File: config.mk
export PLATFORM = sky130hd
export DESIGN_NAME = sprite_rom_arbiter_flat
export DESIGN_NICKNAME = d
export VERILOG_FILES = /design/src/rtl/sprite_rom_arbiter_if.sv /design/src/rtl/sprite_rom_arbiter.sv /design/src/flat_wrapper.sv
export SDC_FILE = /design/constraint.sdc
export NUM_CORES = 1
export LEC_CHECK = 0
export ABC_CLOCK_PERIOD_IN_PS = 4400
export CAP_MARGIN = 10
export CELL_PAD_IN_SITES_DETAIL_PLACEMENT = 1
export CELL_PAD_IN_SITES_GLOBAL_PLACEMENT = 2
export CORE_ASPECT_RATIO = 0.7
export CORE_MARGIN = 2
export CORE_UTILIZATION = 21
export CTS_CLUSTER_DIAMETER = 60
export DETAILED_ROUTE_END_ITERATION = 10
export PLACE_DENSITY = 0.79
export SKIP_LAST_GASP = 1
export SYNTH_ARGS = -nofsm -noshare
export SYNTH_HDL_FRONTEND = slang
export SYNTH_SLANG_ARGS = --single-unit
File: constraint.sdc
create_clock -name vga_clk -period 4.4 [get_ports vga_clk]
set_input_delay 1.1 -clock vga_clk [delete_from_list [all_inputs] [get_ports vga_clk]]
set_output_delay 1.1 -clock vga_clk [all_outputs]
set_load 0.02 [all_outputs]
File: src/rtl/sprite_rom_arbiter_if.sv
// Bus between the sprite draw requesters, the shared palette-index ROM and sprite_rom_arbiter.
// req_lock exists only when SPRITE_ARB_BURST_EN is defined.
`timescale 1ns/1ps
interface sprite_rom_arbiter_if #(
   parameter int NUM_REQ = 4,
   parameter int ADDR_W  = 12,
   parameter int DATA_W  = 9
);
   logic [NUM_REQ-1:0]        req_valid;
   logic [NUM_REQ*ADDR_W-1:0] req_addr;
   logic [NUM_REQ-1:0]        req_ready;
   logic [ADDR_W-1:0]         rom_address;
   logic [DATA_W-1:0]         rom_q;
   logic [NUM_REQ-1:0]        rsp_valid;
   logic [DATA_W-1:0]         rsp_data;
   logic                      busy;
`ifdef SPRITE_ARB_BURST_EN
   logic [NUM_REQ-1:0]        req_lock;
`endif

   modport slave (
      input  req_valid, req_addr, rom_q,
`ifdef SPRITE_ARB_BURST_EN
      input  req_lock,
`endif
      output req_ready, rom_address, rsp_valid, rsp_data, busy
   );

   modport master (
      output req_valid, req_addr, rom_q,
`ifdef SPRITE_ARB_BURST_EN
      output req_lock,
`endif
      input  req_ready, rom_address, rsp_valid, rsp_data, busy
   );
endinterface

File: src/rtl/sprite_rom_arbiter.sv
// Round-robin arbiter sharing one single-port sprite ROM; a tag pipeline routes each rom_q word back
// to its requester. Define SPRITE_ARB_BURST_EN to add req_lock burst ownership.
`timescale 1ns/1ps
module sprite_rom_arbiter #(
   parameter int NUM_REQ = 4,
   parameter int ADDR_W  = 12,
   parameter int DATA_W  = 9,
   parameter int ROM_LAT = 1
) (
   input logic                 vga_clk,
   input logic                 Reset,
   sprite_rom_arbiter_if.slave bus
);
   localparam int IDX_W = (NUM_REQ > 1) ? $clog2(NUM_REQ) : 1;
   localparam logic [IDX_W-1:0] LAST_IDX = IDX_W'(NUM_REQ - 1);

   function automatic logic [NUM_REQ-1:0] onehot(input logic [IDX_W-1:0] idx);
      onehot      = '0;
      onehot[idx] = 1'b1;
   endfunction

   function automatic logic [IDX_W-1:0] next_idx(input logic [IDX_W-1:0] idx);
      next_idx = (idx == LAST_IDX) ? '0 : idx + 1'b1;
   endfunction

   logic [IDX_W-1:0]   r_ptr;
   logic [ADDR_W-1:0]  r_rom_address;
   logic [ROM_LAT-1:0] r_tag_vld_p;
   logic [IDX_W-1:0]   r_tag_id_p [ROM_LAT];
   logic [NUM_REQ-1:0] r_rsp_valid;
   logic [DATA_W-1:0]  r_rsp_data;

   logic [NUM_REQ-1:0] w_elig;
   logic               w_found;
   logic [IDX_W-1:0]   w_grant_idx;
   logic [IDX_W:0]     w_sum;
   logic               w_accept;
   logic [ADDR_W-1:0]  w_grant_addr;

`ifdef SPRITE_ARB_BURST_EN
   typedef enum logic {S_IDLE, S_LOCKED} state_t;
   state_t           r_state;
   logic [IDX_W-1:0] r_owner;
   logic             r_idle_cnt;
   logic             w_timeout;

   // While locked, only the owner may compete.
   always_comb begin
      w_elig = bus.req_valid;
      if (r_state == S_LOCKED) w_elig = bus.req_valid & onehot(r_owner);
   end

   assign w_timeout = (r_state == S_LOCKED) && !bus.req_valid[r_owner] && r_idle_cnt;

   always_ff @(posedge vga_clk) begin
      if (Reset) begin
         r_state    <= S_IDLE;
         r_owner    <= '0;
         r_idle_cnt <= 1'b0;
      end else begin
         case (r_state)
            S_IDLE: begin
               r_idle_cnt <= 1'b0;
               if (w_accept && bus.req_lock[w_grant_idx]) begin
                  r_state <= S_LOCKED;
                  r_owner <= w_grant_idx;
               end
            end
            S_LOCKED: begin
               if (w_accept) begin
                  r_idle_cnt <= 1'b0;
                  if (!bus.req_lock[r_owner]) r_state <= S_IDLE;
               end else if (!bus.req_valid[r_owner]) begin
                  if (r_idle_cnt) begin
                     r_state    <= S_IDLE;
                     r_idle_cnt <= 1'b0;
                  end else begin
                     r_idle_cnt <= 1'b1;
                  end
               end else begin
                  r_idle_cnt <= 1'b0;
               end
            end
            default: r_state <= S_IDLE;
         endcase
      end
   end
`else
   assign w_elig = bus.req_valid;
`endif

   // Search from r_ptr, wrapping explicitly so non-power-of-two NUM_REQ works.
   always_comb begin
      w_found     = 1'b0;
      w_grant_idx = '0;
      w_sum       = '0;
      for (int k = 0; k < NUM_REQ; k++) begin
         w_sum = {1'b0, r_ptr} + (IDX_W+1)'(k);
         if (w_sum >= (IDX_W+1)'(NUM_REQ)) w_sum = w_sum - (IDX_W+1)'(NUM_REQ);
         if (!w_found && w_elig[w_sum[IDX_W-1:0]]) begin
            w_found     = 1'b1;
            w_grant_idx = w_sum[IDX_W-1:0];
         end
      end
   end

   assign w_accept      = w_found && !Reset;
   assign w_grant_addr  = bus.req_addr[w_grant_idx*ADDR_W +: ADDR_W];
   assign bus.req_ready = w_accept ? onehot(w_grant_idx) : '0;

   // p0: issue address and tag; last tag stage: capture rom_q and strobe the owner
   always_ff @(posedge vga_clk) begin
      if (Reset) begin
         r_ptr         <= '0;
         r_rom_address <= '0;
         r_tag_vld_p   <= '0;
         r_rsp_valid   <= '0;
         r_rsp_data    <= '0;
      end else begin
         if (w_accept) begin
            r_rom_address <= w_grant_addr;
            r_ptr         <= next_idx(w_grant_idx);
         end
`ifdef SPRITE_ARB_BURST_EN
         else if (w_timeout) r_ptr <= next_idx(r_owner);
`endif
         r_tag_vld_p[0] <= w_accept;
         for (int k = 1; k < ROM_LAT; k++) r_tag_vld_p[k] <= r_tag_vld_p[k-1];
         r_rsp_valid <= r_tag_vld_p[ROM_LAT-1] ? onehot(r_tag_id_p[ROM_LAT-1]) : '0;
         if (r_tag_vld_p[ROM_LAT-1]) r_rsp_data <= bus.rom_q;
      end
   end

   always_ff @(posedge vga_clk) begin
      r_tag_id_p[0] <= w_grant_idx;
      for (int k = 1; k < ROM_LAT; k++) r_tag_id_p[k] <= r_tag_id_p[k-1];
   end

   assign bus.rom_address = r_rom_address;
   assign bus.rsp_valid   = r_rsp_valid;
   assign bus.rsp_data    = r_rsp_data;
   assign bus.busy        = |r_tag_vld_p;
endmodule
File: src/flat_wrapper.sv
// flat-port wrapper written by rule: the top's interface ports become plain ports
module sprite_rom_arbiter_flat 
#(
   parameter int NUM_REQ = 4,
   parameter int ADDR_W  = 12,
   parameter int DATA_W  = 9,
   parameter int ROM_LAT = 1
)
  (vga_clk, Reset, bus_req_valid, bus_req_addr, bus_rom_q, bus_req_ready, bus_rom_address, bus_rsp_valid, bus_rsp_data, bus_busy);
  sprite_rom_arbiter_if #(.NUM_REQ(NUM_REQ), .ADDR_W(ADDR_W), .DATA_W(DATA_W)) bus_i ();
  input logic vga_clk;
  input logic Reset;
  input wire logic [$bits(bus_i.req_valid)-1:0] bus_req_valid;
  input wire logic [$bits(bus_i.req_addr)-1:0] bus_req_addr;
  input wire logic [$bits(bus_i.rom_q)-1:0] bus_rom_q;
  output wire logic [$bits(bus_i.req_ready)-1:0] bus_req_ready;
  output wire logic [$bits(bus_i.rom_address)-1:0] bus_rom_address;
  output wire logic [$bits(bus_i.rsp_valid)-1:0] bus_rsp_valid;
  output wire logic [$bits(bus_i.rsp_data)-1:0] bus_rsp_data;
  output wire logic [$bits(bus_i.busy)-1:0] bus_busy;
  assign bus_i.req_valid = bus_req_valid;
  assign bus_i.req_addr = bus_req_addr;
  assign bus_i.rom_q = bus_rom_q;
  assign bus_req_ready = bus_i.req_ready;
  assign bus_rom_address = bus_i.rom_address;
  assign bus_rsp_valid = bus_i.rsp_valid;
  assign bus_rsp_data = bus_i.rsp_data;
  assign bus_busy = bus_i.busy;
  sprite_rom_arbiter #(.NUM_REQ(NUM_REQ), .ADDR_W(ADDR_W), .DATA_W(DATA_W), .ROM_LAT(ROM_LAT)) u_core (.vga_clk(vga_clk), .Reset(Reset), .bus(bus_i));
endmodule
==> reports/metrics.sh <==
DR_TOTAL_VIAS=1511
WORST_R2R_STARTPOINT='u_core.r_ptr[0]'
TIGHTESTPINTRANSITION_NS=0.6172
POSTCTSSETUPBUFFERS=0
CRIT_PATH_TOP_DELAY_CELL='sky130_fd_sc_hd__clkdlybuf4s50_1'
AREAGROWTHSYNTHTOFINISH_PCT=78.49
SYNTH_FP_NETS=213
KIND_OF_END_POINT_OF_THE_CRITICAL_PATH='output port'
MAX_CLOCK_FREQ_GHz=0.2326
HOLD_WS_NS=0.4628
SLEW-LIMIT-HEADROOM=0.5880
PIN_COUNT=93
DETAILEDROUTE.FIRSTPASSITERATIONCOUNT=3
WORST-PATH-BUF-INV=3
WORST_PATH_DOMINANT_CELL_FAMILY='buffers and inverters'
GRT_SETUP_UNREPAIRED='yes'
CRIT_REQUIRED_NS=3.30
TIMING.REG2REG.WORST_PATH_DEPTH=6
GRT_FIRST_PASS_WIRELENGTH_UM=8362
MIN_PATH_TYPE='reg2reg'
ANT_NETS=0
COUNT_OF_BUFFERS_FROM_PORT_BUFFERING=92
SYNTH-SEQ-CELLS=30
MAX-VDD-IR-DROP_mV=0.1028
OUTCOME='finished, final reports clean'
CTS_MADE_BUFFERS=5
SEQ_AREA_FRAC_SYNTH=0.4064
SYN_AREA_PER_CELL_UM2=9.917
DRT_ITER0_MARKERS=25
FINCLKSKEW_NS=0.007294
GRT_ANTENNA_BEFORE_REPAIR=0
NUMBER_OF_LIBRARY_CELL_TYPES_MAPPED_BY_SYNTHESIS=31
CTS_ROOT_BUF='sky130_fd_sc_hd__clkbuf_8'
DP.FINAL_HPWL_UM=4180
RRSETUPSLACK_NS=2.75
POST-SYNTH-TOP-AREA-CELL='sky130_fd_sc_hd__dfxtp_1'
TIMING.FINAL.CRIT_SHARE=0.9771
FINALNETCOUNT=315
DIE_HEIGHT_UM=74.18
FIRST_GLOBAL_VIAS=1593
DIE_X_UM=104.3
SYNTHESIS.INSTANCES=149
PWR_DENSITY_CELL_nW_PER_UM2=359.6
TIMING.CRITICAL_PATH.FROM='bus_req_valid[2]'
NUMCLOCKSINKS=30
STD_CELL_ROWS=25
LEADING_REGISTER_CELL_TYPE_OUT_OF_SYNTHESIS='sky130_fd_sc_hd__dfxtp_1'
CRITICAL_PATH_CELL_COUNT=7
RR_ENDPOINT='u_core.bus.rom_address[2]'
PIN_COUNT_OF_THE_BIGGEST_NET_ENTERING_GLOBAL_ROUTING=17
LAYOUT-DRIVE-GT1-SHARE=0.1151
FLOORPLAN.INITIALDENSITY=0.2177
MOST_USED_STANDARD_CELLS_IN_THE_SYNTHESIZED_NETLIST='sky130_fd_sc_hd__mux2i_1 (31), sky130_fd_sc_hd__dfxtp_1 (30), sky130_fd_sc_hd__nor2_1 (22)'
CTS_BUFFER_DEPTH=2
SYNTH_MOST_COMMON_CELL='sky130_fd_sc_hd__mux2i_1'
CRIT_CHAIN='clkdlybuf4s50_1 -> nor2b_2 -> a21boi_1 -> o32a_1 -> buf_4 -> nor2_1 -> clkdlybuf4s50_1'
ANTENNA_CELLS_INSERTED=0
SYNTH-ASYNC-RESET-RATIO=0
CRITICAL-PATH-TOP-CELL-BY-COUNT='sky130_fd_sc_hd__clkdlybuf4s50_1'
PERIOD_MINUS_SLACK_NS=4.299
WORSTPATHARRIVAL_NS=3.20
CTS_TREE='built'
HOLD_VIOL=0
UTILIZATION_OF_THE_CORE_AFTER_ROUTING=0.3886
FP.DIEAREA_UM2=7734
SYNTH_EDF_COUNT=0
MAXCAPVIOLATIONS=0
POST_CTS_HOLD_BUFFERS=0
P_LEAK_nW=1.012
VIAS_PER_CELL=4.367
CLK-INSERTION-DELAY-LATE_NS=0.28
DRC_ERRORS=0
LAYOUT.CELLS.NON_FILLER=346
HTREE_NUM_LEVELS=2
SETUP-VIOLATIONS-FINAL=0
WORST_SETUP_HOLD_PATH_CLK_SLEW_NS=0.07
CP-START-KIND='input port'
SYNTH_TOP_CELLS_BY_AREA='sky130_fd_sc_hd__dfxtp_1 (41%), sky130_fd_sc_hd__mux2i_1 (21%), sky130_fd_sc_hd__o221ai_1 (5.9%)'
GROUTE.USAGE.OVERALL=0.1376
WIRELENGTH_UM=5241
PLACE_CONGESTION=0.7188
CP_SLOWEST_STAGE_DELAY_NS=0.63
TIMING_MAX_TRANSITION_VIOLATIONS_FINAL=0
ENDPOINT='bus_req_ready[0]'
SYNTH.TOP_CELL.AREA_SHARE=0.4064
POST-PLACE-CELLS=338
GLOBALROUTE.TOTALOVERFLOW=0
DESIGN.CORE.AREA_UM2=6788
CRIT_PATH_MAX_FANOUT=10
YOSYS_WARNINGS=0
SETUP.WORST_PATH.CLASS='in2out'
ROUTED_LENGTH_PER_INSTANCE_UM=15.15
SYN-CELL-AREA_UM2=1478
POWER.TOTAL_mW=0.9484
-- layout by cell type (no fill, tap or decap), types with 2 or more instances in the layout --
cell type and count:
sky130_fd_sc_hd__buf_4 13, sky130_fd_sc_hd__clkbuf_8 6, sky130_fd_sc_hd__clkdlybuf4s50_1 92, sky130_fd_sc_hd__dfxtp_1 30
sky130_fd_sc_hd__mux2i_1 31, sky130_fd_sc_hd__nand2_1 4, sky130_fd_sc_hd__nand2b_1 2, sky130_fd_sc_hd__nand3_1 12
sky130_fd_sc_hd__nor2_1 22, sky130_fd_sc_hd__nor2b_1 3, sky130_fd_sc_hd__nor2b_2 2, sky130_fd_sc_hd__o2111ai_1 2
sky130_fd_sc_hd__o211ai_1 5, sky130_fd_sc_hd__o221ai_1 10, sky130_fd_sc_hd__o22a_2 2, sky130_fd_sc_hd__o32a_1 2
-- metal layers --
metal	track usage	part of all wire	routed length, um
met1	0.1834	0.49	2572
met2	0.2142	0.45	2349
met3	0.03506	0.046	243
met4	0.05856	0.015	76
met5	0	0	0
-- what timing repair did --
action / 4_1_cts / 5_1_grt
endpoints found under the setup margin: 0 / 3
gates resized for setup: 0 / 2
endpoints found under the hold margin: 0 / 0
-- report_power, final --
| part | internal (mW) | switching [mW] | leakage, nW |
|---|---|---|---|
| logic | 0.199 | 0.170 | 0.716 |
| registers | 0.313 | 0.0289 | 0.249 |
| clock network | 0.126 | 0.112 | 0.0472 |
-- final cells by class --
| type | count | area, um2 |
|---|---|---|
| fillers | 787 | 4150 |
| repair buffers | 105 | 1018 |
| multi-input cells | 108 | 802.0 |
| flip-flops and latches | 30 | 600.6 |
| well taps | 94 | 117.6 |
| clock buffers | 6 | 82.58 |
| clock inverters | 2 | 12.51 |
| inverters | 1 | 3.754 |
-- worst min path at each step --
stage | from | end | slack, ns | depth (start not counted)
2_1_floorplan | u_core.r_tag_id_p[0][0] | u_core.bus.rsp_valid[2] | 0.42 | 1
3_3_place_gp | u_core.r_tag_id_p[0][1] | u_core.bus.rsp_valid[1] | 0.44 | 1
3_5_place_dp | u_core.r_tag_id_p[0][0] | u_core.bus.rsp_valid[2] | 0.45 | 1
4_1_cts | u_core.r_tag_id_p[0][0] | u_core.bus.rsp_valid[2] | 0.47 | 1
5_1_grt | u_core.r_tag_id_p[0][0] | u_core.bus.rsp_valid[2] | 0.49 | 1
6_report | u_core.r_tag_id_p[0][0] | u_core.bus.rsp_valid[2] | 0.46 | 1
-- state kept, by name, indices dropped and copies added (netlist names) --
register                flops
u_core.bus.busy             1
u_core.bus.rom_address     12
u_core.bus.rsp_valid        4
u_core.r_ptr                2
u_core.r_tag_id_p           2
u_core.bus.rsp_data         9
-- worst reg2reg max path: cells and delay by family (launching register included) --
| kind | cells | cell delay [ns] |
|---|---|---|
| compound gates | 2 | 0.35 |
| buf+inv | 1 | 0.28 |
| simple gates | 2 | 0.22 |
| flops | 1 | 0.40 |
| mux | 1 | 0.26 |
-- logic make-up after synthesis --
kind of cell / Yosys count / share of synthesized area
flip-flops: 30 / 0.4064
AO/OA/AOI/OAI: 24 / 0.1363
multiplexers: 31 / 0.2100
adder cells (fa/ha/maj): 1 / 0.008466
AND/OR/NAND/NOR: 52 / 0.1854
buffers and inverters: 11 / 0.05334
-- metrics by stage --
| stage | setup TNS (ns) | setup WS (ns) | cell area [um2] |
|---|---|---|---|
| after floorplan | 0 | 0.9484 | 1478 |
| final | 0 | 0.1008 | 2638 |
| after global placement | 0 | 0.1180 | 2539 |
| after detailed placement | 0 | 0.06341 | 2539 |
| after CTS | 0 | 0.05178 | 2634 |
| after global routing | -0.02507 | -0.02507 | 2638 |
Note: power is estimated with default switching activity, not from simulation.
